[src/rtl/reg_pkg.sv]
// Shared constants for the register file. The linker and the ROM init use the
// same stack and global pointer values, so they are defined in one place.
package reg_pkg;

   localparam int unsigned XLEN = 32;

   // Initial stack pointer (top of data RAM, word aligned)
   localparam logic [XLEN-1:0] STACK_ADDRESS  = 32'h0000_3FFC;
   // Initial global pointer (middle of the small-data area)
   localparam logic [XLEN-1:0] GLOBAL_POINTER = 32'h0000_1800;

   // Default architectural indices of sp and gp
   localparam int SP_IDX_DEF = 2;
   localparam int GP_IDX_DEF = 3;

endpackage : reg_pkg

[src/rtl/reg_scoreboard.sv]
// Pending-bit scoreboard: one bit per register, set by issue reservations,
// cleared by writeback, bulk-cleared by flush. Also looks up the pending state
// of every read port, masked when that port is served by the write bypass.
module reg_scoreboard #(
   parameter int NREGS  = 32,
   parameter int NRD    = 2,
   parameter int ADDR_W = $clog2(NREGS)
) (
   input  logic                  clk,
   input  logic                  rst,
   input  logic                  wr_en0,
   input  logic [ADDR_W-1:0]     wr_addr0,
   input  logic                  wr_en1,
   input  logic [ADDR_W-1:0]     wr_addr1,
   input  logic                  issue_en,
   input  logic [ADDR_W-1:0]     issue_dst,
   input  logic                  flush,
   input  logic [NRD*ADDR_W-1:0] rd_addr,
   input  logic [NRD-1:0]        rd_hit,
   output logic [NRD-1:0]        rd_pending
);

   logic [NREGS-1:0] pending;
   logic [NREGS-1:0] pending_nxt;

   // Next pending vector: flush, then writeback clears, then the issue set
   // (a new producer overrides the write that retires the old one)
   always_comb begin
      pending_nxt = pending;
      if (flush)
         pending_nxt = '0;
      if (wr_en0 && (wr_addr0 != '0))
         pending_nxt[wr_addr0] = 1'b0;
      if (wr_en1 && (wr_addr1 != '0))
         pending_nxt[wr_addr1] = 1'b0;
      if (issue_en && (issue_dst != '0))
         pending_nxt[issue_dst] = 1'b1;
      pending_nxt[0] = 1'b0;
   end

   // Pending state register, cleared asynchronously by reset
   always_ff @(posedge clk or posedge rst) begin
      if (rst)
         pending <= '0;
      else
         pending <= pending_nxt;
   end

   // Per-port lookup; a bypassed operand is already available, and nothing is
   // reported pending while reset is held
   always_comb begin
      rd_pending = '0;
      for (int k = 0; k < NRD; k++) begin
         rd_pending[k] = !rst && pending[rd_addr[k*ADDR_W +: ADDR_W]] && !rd_hit[k];
      end
   end

endmodule : reg_scoreboard

[src/rtl/banco_reg_sb.sv]
// Register file for the pipelined core: NRD combinational read ports with
// write-to-read bypass, two write ports (port 1 wins on collision), a debug
// display port without bypass, and a pending-bit scoreboard driving oStall.
module banco_reg_sb
   import reg_pkg::*;
#(
   parameter int                DATA_W = 32,
   parameter int                NREGS  = 32,
   parameter int                NRD    = 2,
   parameter int                SP_IDX = SP_IDX_DEF,
   parameter int                GP_IDX = GP_IDX_DEF,
   parameter logic [DATA_W-1:0] SP_INIT = DATA_W'(STACK_ADDRESS),
   parameter logic [DATA_W-1:0] GP_INIT = DATA_W'(GLOBAL_POINTER),
   parameter int                ADDR_W = $clog2(NREGS)
) (
   input  logic                  iCLK,
   input  logic                  iRST,
   input  logic [NRD*ADDR_W-1:0] iRdAddr,
   output logic [NRD*DATA_W-1:0] oRdData,
   output logic [NRD-1:0]        oRdPending,
   input  logic                  iWrEn0,
   input  logic [ADDR_W-1:0]     iWrAddr0,
   input  logic [DATA_W-1:0]     iWrData0,
   input  logic                  iWrEn1,
   input  logic [ADDR_W-1:0]     iWrAddr1,
   input  logic [DATA_W-1:0]     iWrData1,
   input  logic                  iIssueEn,
   input  logic [ADDR_W-1:0]     iIssueDst,
   input  logic [NRD-1:0]        iRdUse,
   input  logic                  iFlush,
   output logic                  oStall,
   input  logic [ADDR_W-1:0]     iRegDispSelect,
   output logic [DATA_W-1:0]     oRegDisp
);

   logic [DATA_W-1:0] regs [NREGS];
   logic [NRD-1:0]    rd_hit;

   function automatic logic [DATA_W-1:0] reset_value(input int r);
      if (r == SP_IDX)
         return SP_INIT;
      else if (r == GP_IDX)
         return GP_INIT;
      else
         return '0;
   endfunction

   // Register array: reset to the boot image, port 1 written last so it wins
   // when both ports target the same register; r0 is never written
   always_ff @(posedge iCLK or posedge iRST) begin
      if (iRST) begin
         for (int r = 0; r < NREGS; r++)
            regs[r] <= reset_value(r);
      end else begin
         if (iWrEn0 && (iWrAddr0 != '0))
            regs[iWrAddr0] <= iWrData0;
         if (iWrEn1 && (iWrAddr1 != '0))
            regs[iWrAddr1] <= iWrData1;
      end
   end

   // Read ports with same-cycle bypass; bypass is suppressed during reset so
   // the ports show the reset contents
   always_comb begin
      logic [ADDR_W-1:0] addr;
      logic [DATA_W-1:0] data;
      logic              hit0;
      logic              hit1;
      oRdData = '0;
      rd_hit  = '0;
      addr    = '0;
      data    = '0;
      hit0    = 1'b0;
      hit1    = 1'b0;
      for (int k = 0; k < NRD; k++) begin
         addr = iRdAddr[k*ADDR_W +: ADDR_W];
         hit0 = !iRST && iWrEn0 && (iWrAddr0 == addr) && (addr != '0);
         hit1 = !iRST && iWrEn1 && (iWrAddr1 == addr) && (addr != '0);
         data = regs[addr];
         if (hit0)
            data = iWrData0;
         if (hit1)
            data = iWrData1;
         rd_hit[k] = hit0 | hit1;
         oRdData[k*DATA_W +: DATA_W] = data;
      end
   end

   // Debug display reads the array directly
   always_comb begin
      oRegDisp = regs[iRegDispSelect];
   end

   reg_scoreboard #(
      .NREGS  (NREGS),
      .NRD    (NRD),
      .ADDR_W (ADDR_W)
   ) u_scoreboard (
      .clk        (iCLK),
      .rst        (iRST),
      .wr_en0     (iWrEn0),
      .wr_addr0   (iWrAddr0),
      .wr_en1     (iWrEn1),
      .wr_addr1   (iWrAddr1),
      .issue_en   (iIssueEn),
      .issue_dst  (iIssueDst),
      .flush      (iFlush),
      .rd_addr    (iRdAddr),
      .rd_hit     (rd_hit),
      .rd_pending (oRdPending)
   );

   // Stall when any consumed operand is still waiting for its producer
   always_comb begin
      oStall = |(iRdUse & oRdPending);
   end

endmodule : banco_reg_sb

[config.mk]
export PLATFORM = sky130hd
export DESIGN_NAME = banco_reg_sb
export DESIGN_NICKNAME = d
export VERILOG_FILES = /design/src/rtl/reg_pkg.sv /design/src/rtl/reg_scoreboard.sv /design/src/rtl/banco_reg_sb.sv
export SDC_FILE = /design/constraint.sdc
export NUM_CORES = 2
export LEC_CHECK = 0
export CAP_MARGIN = 25
export CORE_UTILIZATION = 30
export CTS_CLUSTER_DIAMETER = 30
export DETAILED_ROUTE_END_ITERATION = 6
export HOLD_SLACK_MARGIN = 0.15
export PLACE_DENSITY = 0.57
export SLEW_MARGIN = 15
export SYNTH_ARGS = -nofsm -noshare
export SYNTH_HDL_FRONTEND = slang
export SYNTH_HIERARCHICAL = 1
export SYNTH_SLANG_ARGS = --single-unit
export TNS_END_PERCENT = 1
[constraint.sdc]
create_clock -name iCLK -period 113.1 [get_ports iCLK]
set_clock_uncertainty 0.15 [all_clocks]
set_input_delay 22.62 -clock iCLK [delete_from_list [all_inputs] [get_ports iCLK]]
set_output_delay 22.62 -clock iCLK [all_outputs]
set_load 0.02 [all_outputs]
==> impl_results.md <==
* CTS tree: done
* Clock-pin slew on the worst setup and hold paths at 0.04 ns
* Unrepaired setup endpoints after global routing: false
* Clock root buffer: clkbuf_16
* # Post-CTS Setup Buffers at 0
* MaxCap Viol Count at 0
* GRT Total Usage at 0.271
* Clk_lat worst skew at 0.91 ns
* Sequential Power Share at 0.321
* Post-CTS Resized at 0
* Worst slew pin tran at 1.30 ns
* GR Overflow Total at 0
* Filler cell count at 24100
* Starting Density at 0.302
* Syn Nets at 7024
* Async S/R FF share, synth at 1.00
* DRT iter0 DRCs at 10600
* P_leak at 0.0368 uW
* Synth warn at 6
* Cell variety after synth at 63
* Largest net degree at the start of global routing at 181
* Syn Area/Cell at 10.8 sq um
* Core Area at 0.248 sq mm
* Num Clock Sinks at 1055
* Routed wire length at 348000 um
* Hold buffers post-CTS at 0
* Area fraction in compound gates after synthesis at 0.120
* Final Slew Violations at 0
* Data required, critical path at 90.33 ns
* Setup CP Type: in2out
* Input/output buffers at 200
* Setup crit end kind: primary output
* M1 GR Usage at 0.351
* GPL Wtd Cong at 0.892
* Post-synth EDFFs at 0
* Nets at 6846
* R2R setup slack at 112.02 ns
* Syn-to-layout area delta at 18.7%
* GR peak layer: met2
* Die height at 502 um
* Setup TNS at 0 ns
* Main synth FF type: dfrtp_1
* # rows at 183
* Final setup viols at 0
* Max Freq at 19.8 MHz
* Failing checks: design-rule violations
* Max Fanout on Critical Path at 69
* Yosys reg bits at 1055
* Initial antenna violation count at 21
* Psw at 549 uW
* Drt pass-1 iters at 7
* Critical path arrival at 27.62 ns
* Simple-gate portion of the synthesized area at 0.0762
* CTS max path bufs at 4
* Largest family of logic cells by synthesized area: multiplexers
* Hold WC Path Type: reg2reg
* DRC violations left at 3
* Post-synth top area cell: dfrtp_1
* Sw frac at 0.306
* VDD IR max at 0.0000201 V
* GR Layer Usage met2 at 0.381
* Die ar. at 0.252 sq mm
* CP Launch Type: primary input
* Routed wire per std cell at 33.8 um
* Layout cell share with drive strength beyond 1 at 0.238
* Reg area at 0.0264 sq mm
* Tcrit/Tclk final at 0.446
* Pwr Density at 20.2 mW/mm^2
* First-pass GRT wire length at 485000 um
* Sequential share of the synthesized area at 0.352
* Top cells by area, synth: dfrtp_1 (35%), mux4_2 (22%), mux2i_1 (16%)
* Vias per cell at 6.33
* Vias in the first global route at 62200
* Core Util, Final at 0.358
* Clk pwr share at 0.441
* Post-DP HPWL at 195000 um
* Outcome: finished with violations
* Post-synth design cell area at 0.0750 sq mm
* Synth top area share at 0.347
* Synth Instances at 6922
* Hold Fails Final Rpt at 0
* Post-route ant nets at 0
* Tmin final at 50.39 ns
* Die width at 502 um
* Xor/xnor share of the synthesized area at 0.00234
* Multi-input logic area at 0.0451 sq mm
* Post-Synth Adder-Cell Area at 0
* Mux share of post-synthesis cell area at 0.396
* Total CTS buffers at 279
* Int Pwr at 1250 uW
* DR vias at 65000
* IO Pins at 201
* WHS at 0.264 ns
* Relative slew slack at 0.131
* Combinational group share of total power at 0.238
* GR Util met3 at 0.106
* # H-tree levels at 5
==> cell families after synthesis <==
kind of cell,Yosys count
DFF,1055
xor gates and xnor gates,20
muxes,2039
and+or+nand+nor,1381
AOI/OAI and AO/OA,1499
buffers and inverters,928
==> final cells by class <==
class / count / area share
Multi-Input combinational cell: 4939 / 0.507
Tap cell: 3330 / 0.0468
Clock inverter: 101 / 0.0144
Sequential cell: 1055 / 0.297
Clock buffer: 377 / 0.0888
Antenna cell: 7 / 0.000197
Timing Repair Buffer: 429 / 0.0447
Inverter: 40 / 0.00177
==> state kept, by name (all words and copies together) (netlist names) <==
name / cells
u_scoreboard/pending: 31
regs: 1024
==> synth_stat cells (27+ instances only) <==
cell type,count
nand3_1,45
a211oi_1,44
dfrtp_1,1041
a211o_1,32
nand2_1,588
a31oi_1,36
buf_1,73
o221ai_1,66
buf_4,43
o211ai_1,35
a221o_1,33
o32ai_1,31
mux2_2,132
a21oi_1,551
inv_1,40
clkbuf_1,544
nor2_1,602
o22ai_1,56
and3_1,27
mux2i_1,1180
buf_2,197
a221oi_1,37
o21ai_0,480
a22o_1,50
mux4_2,726
==> path summary, 6_finish.rpt <==
kind,startpoint,endpoint,depth (start not counted)
setup / recovery,iRdAddr[6],oRdData[52],11
hold / removal,regs[1000],regs[1000],0
hold reg to reg,regs[1000],regs[1000],0
setup reg to reg,regs[889],regs[889],2
max in group asynchronous,iRST,regs[915],4
min in group asynchronous,iRST,u_scoreboard/pending[17],3
==> cells in the final DEF, fill, tap and decap left out, types with 66 or more instances in the layout <==
master           netlist  final
clkdlybuf4s50_1        0    184
mux2i_1             1180   1180
mux4_2               726    726
a21oi_1              551    551
o21ai_0              480    480
mux2_2               132    132
nand2_1              588    569
dfrtp_1             1041   1041
buf_4                 43    217
nor2_1               602    574
clkbuf_16              0    283
o221ai_1              66     66
==> stage by stage <==
step | setup slack [ns] | area, sq um | instances | power, uW
final | 62.71 | 89000 | 10300 | 1800
after global routing | 62.69 | 89000 | 10300 | 1860
after CTS | 62.82 | 88800 | 10300 | 1790
after detailed placement | 62.81 | 79700 | 9785 | 995
after global placement | 62.83 | 79600 | 9780 | 979
after floorplan | 61.54 | 75000 | 6922 | 855
==> critical path, stage by stage <==
cell,delay [ns]
buf_8,0.46
buf_12,0.53
buf_4,0.71
buf_4,0.87
nor3_2,0.24
buf_4,0.28
a221o_1,0.34
a221oi_2,0.35
a21oi_1,0.14
a221o_1,0.35
clkdlybuf4s50_1,0.54
==> power by group through the flow <==
stage                     Clock (uW)  Sequential, uW  Combinational, uW
after floorplan                    0             542                313
after global routing             816             587                454
after CTS                        794             570                423
after detailed placement           0             573                422
after global placement             0             565                414
final                            793             576                427
==> metal layers <==
layer / routed length (um) / part of all wire / vias to the layer above
met1: 130000 / 0.37 / 32700
li1: - / - / 25700
met3: 50700 / 0.15 / 1216
met4: 21700 / 0.062 / 30
met2: 145000 / 0.42 / 5334
met5: 226 / 0.00065 / -
Power figures use the tool's default switching activity.
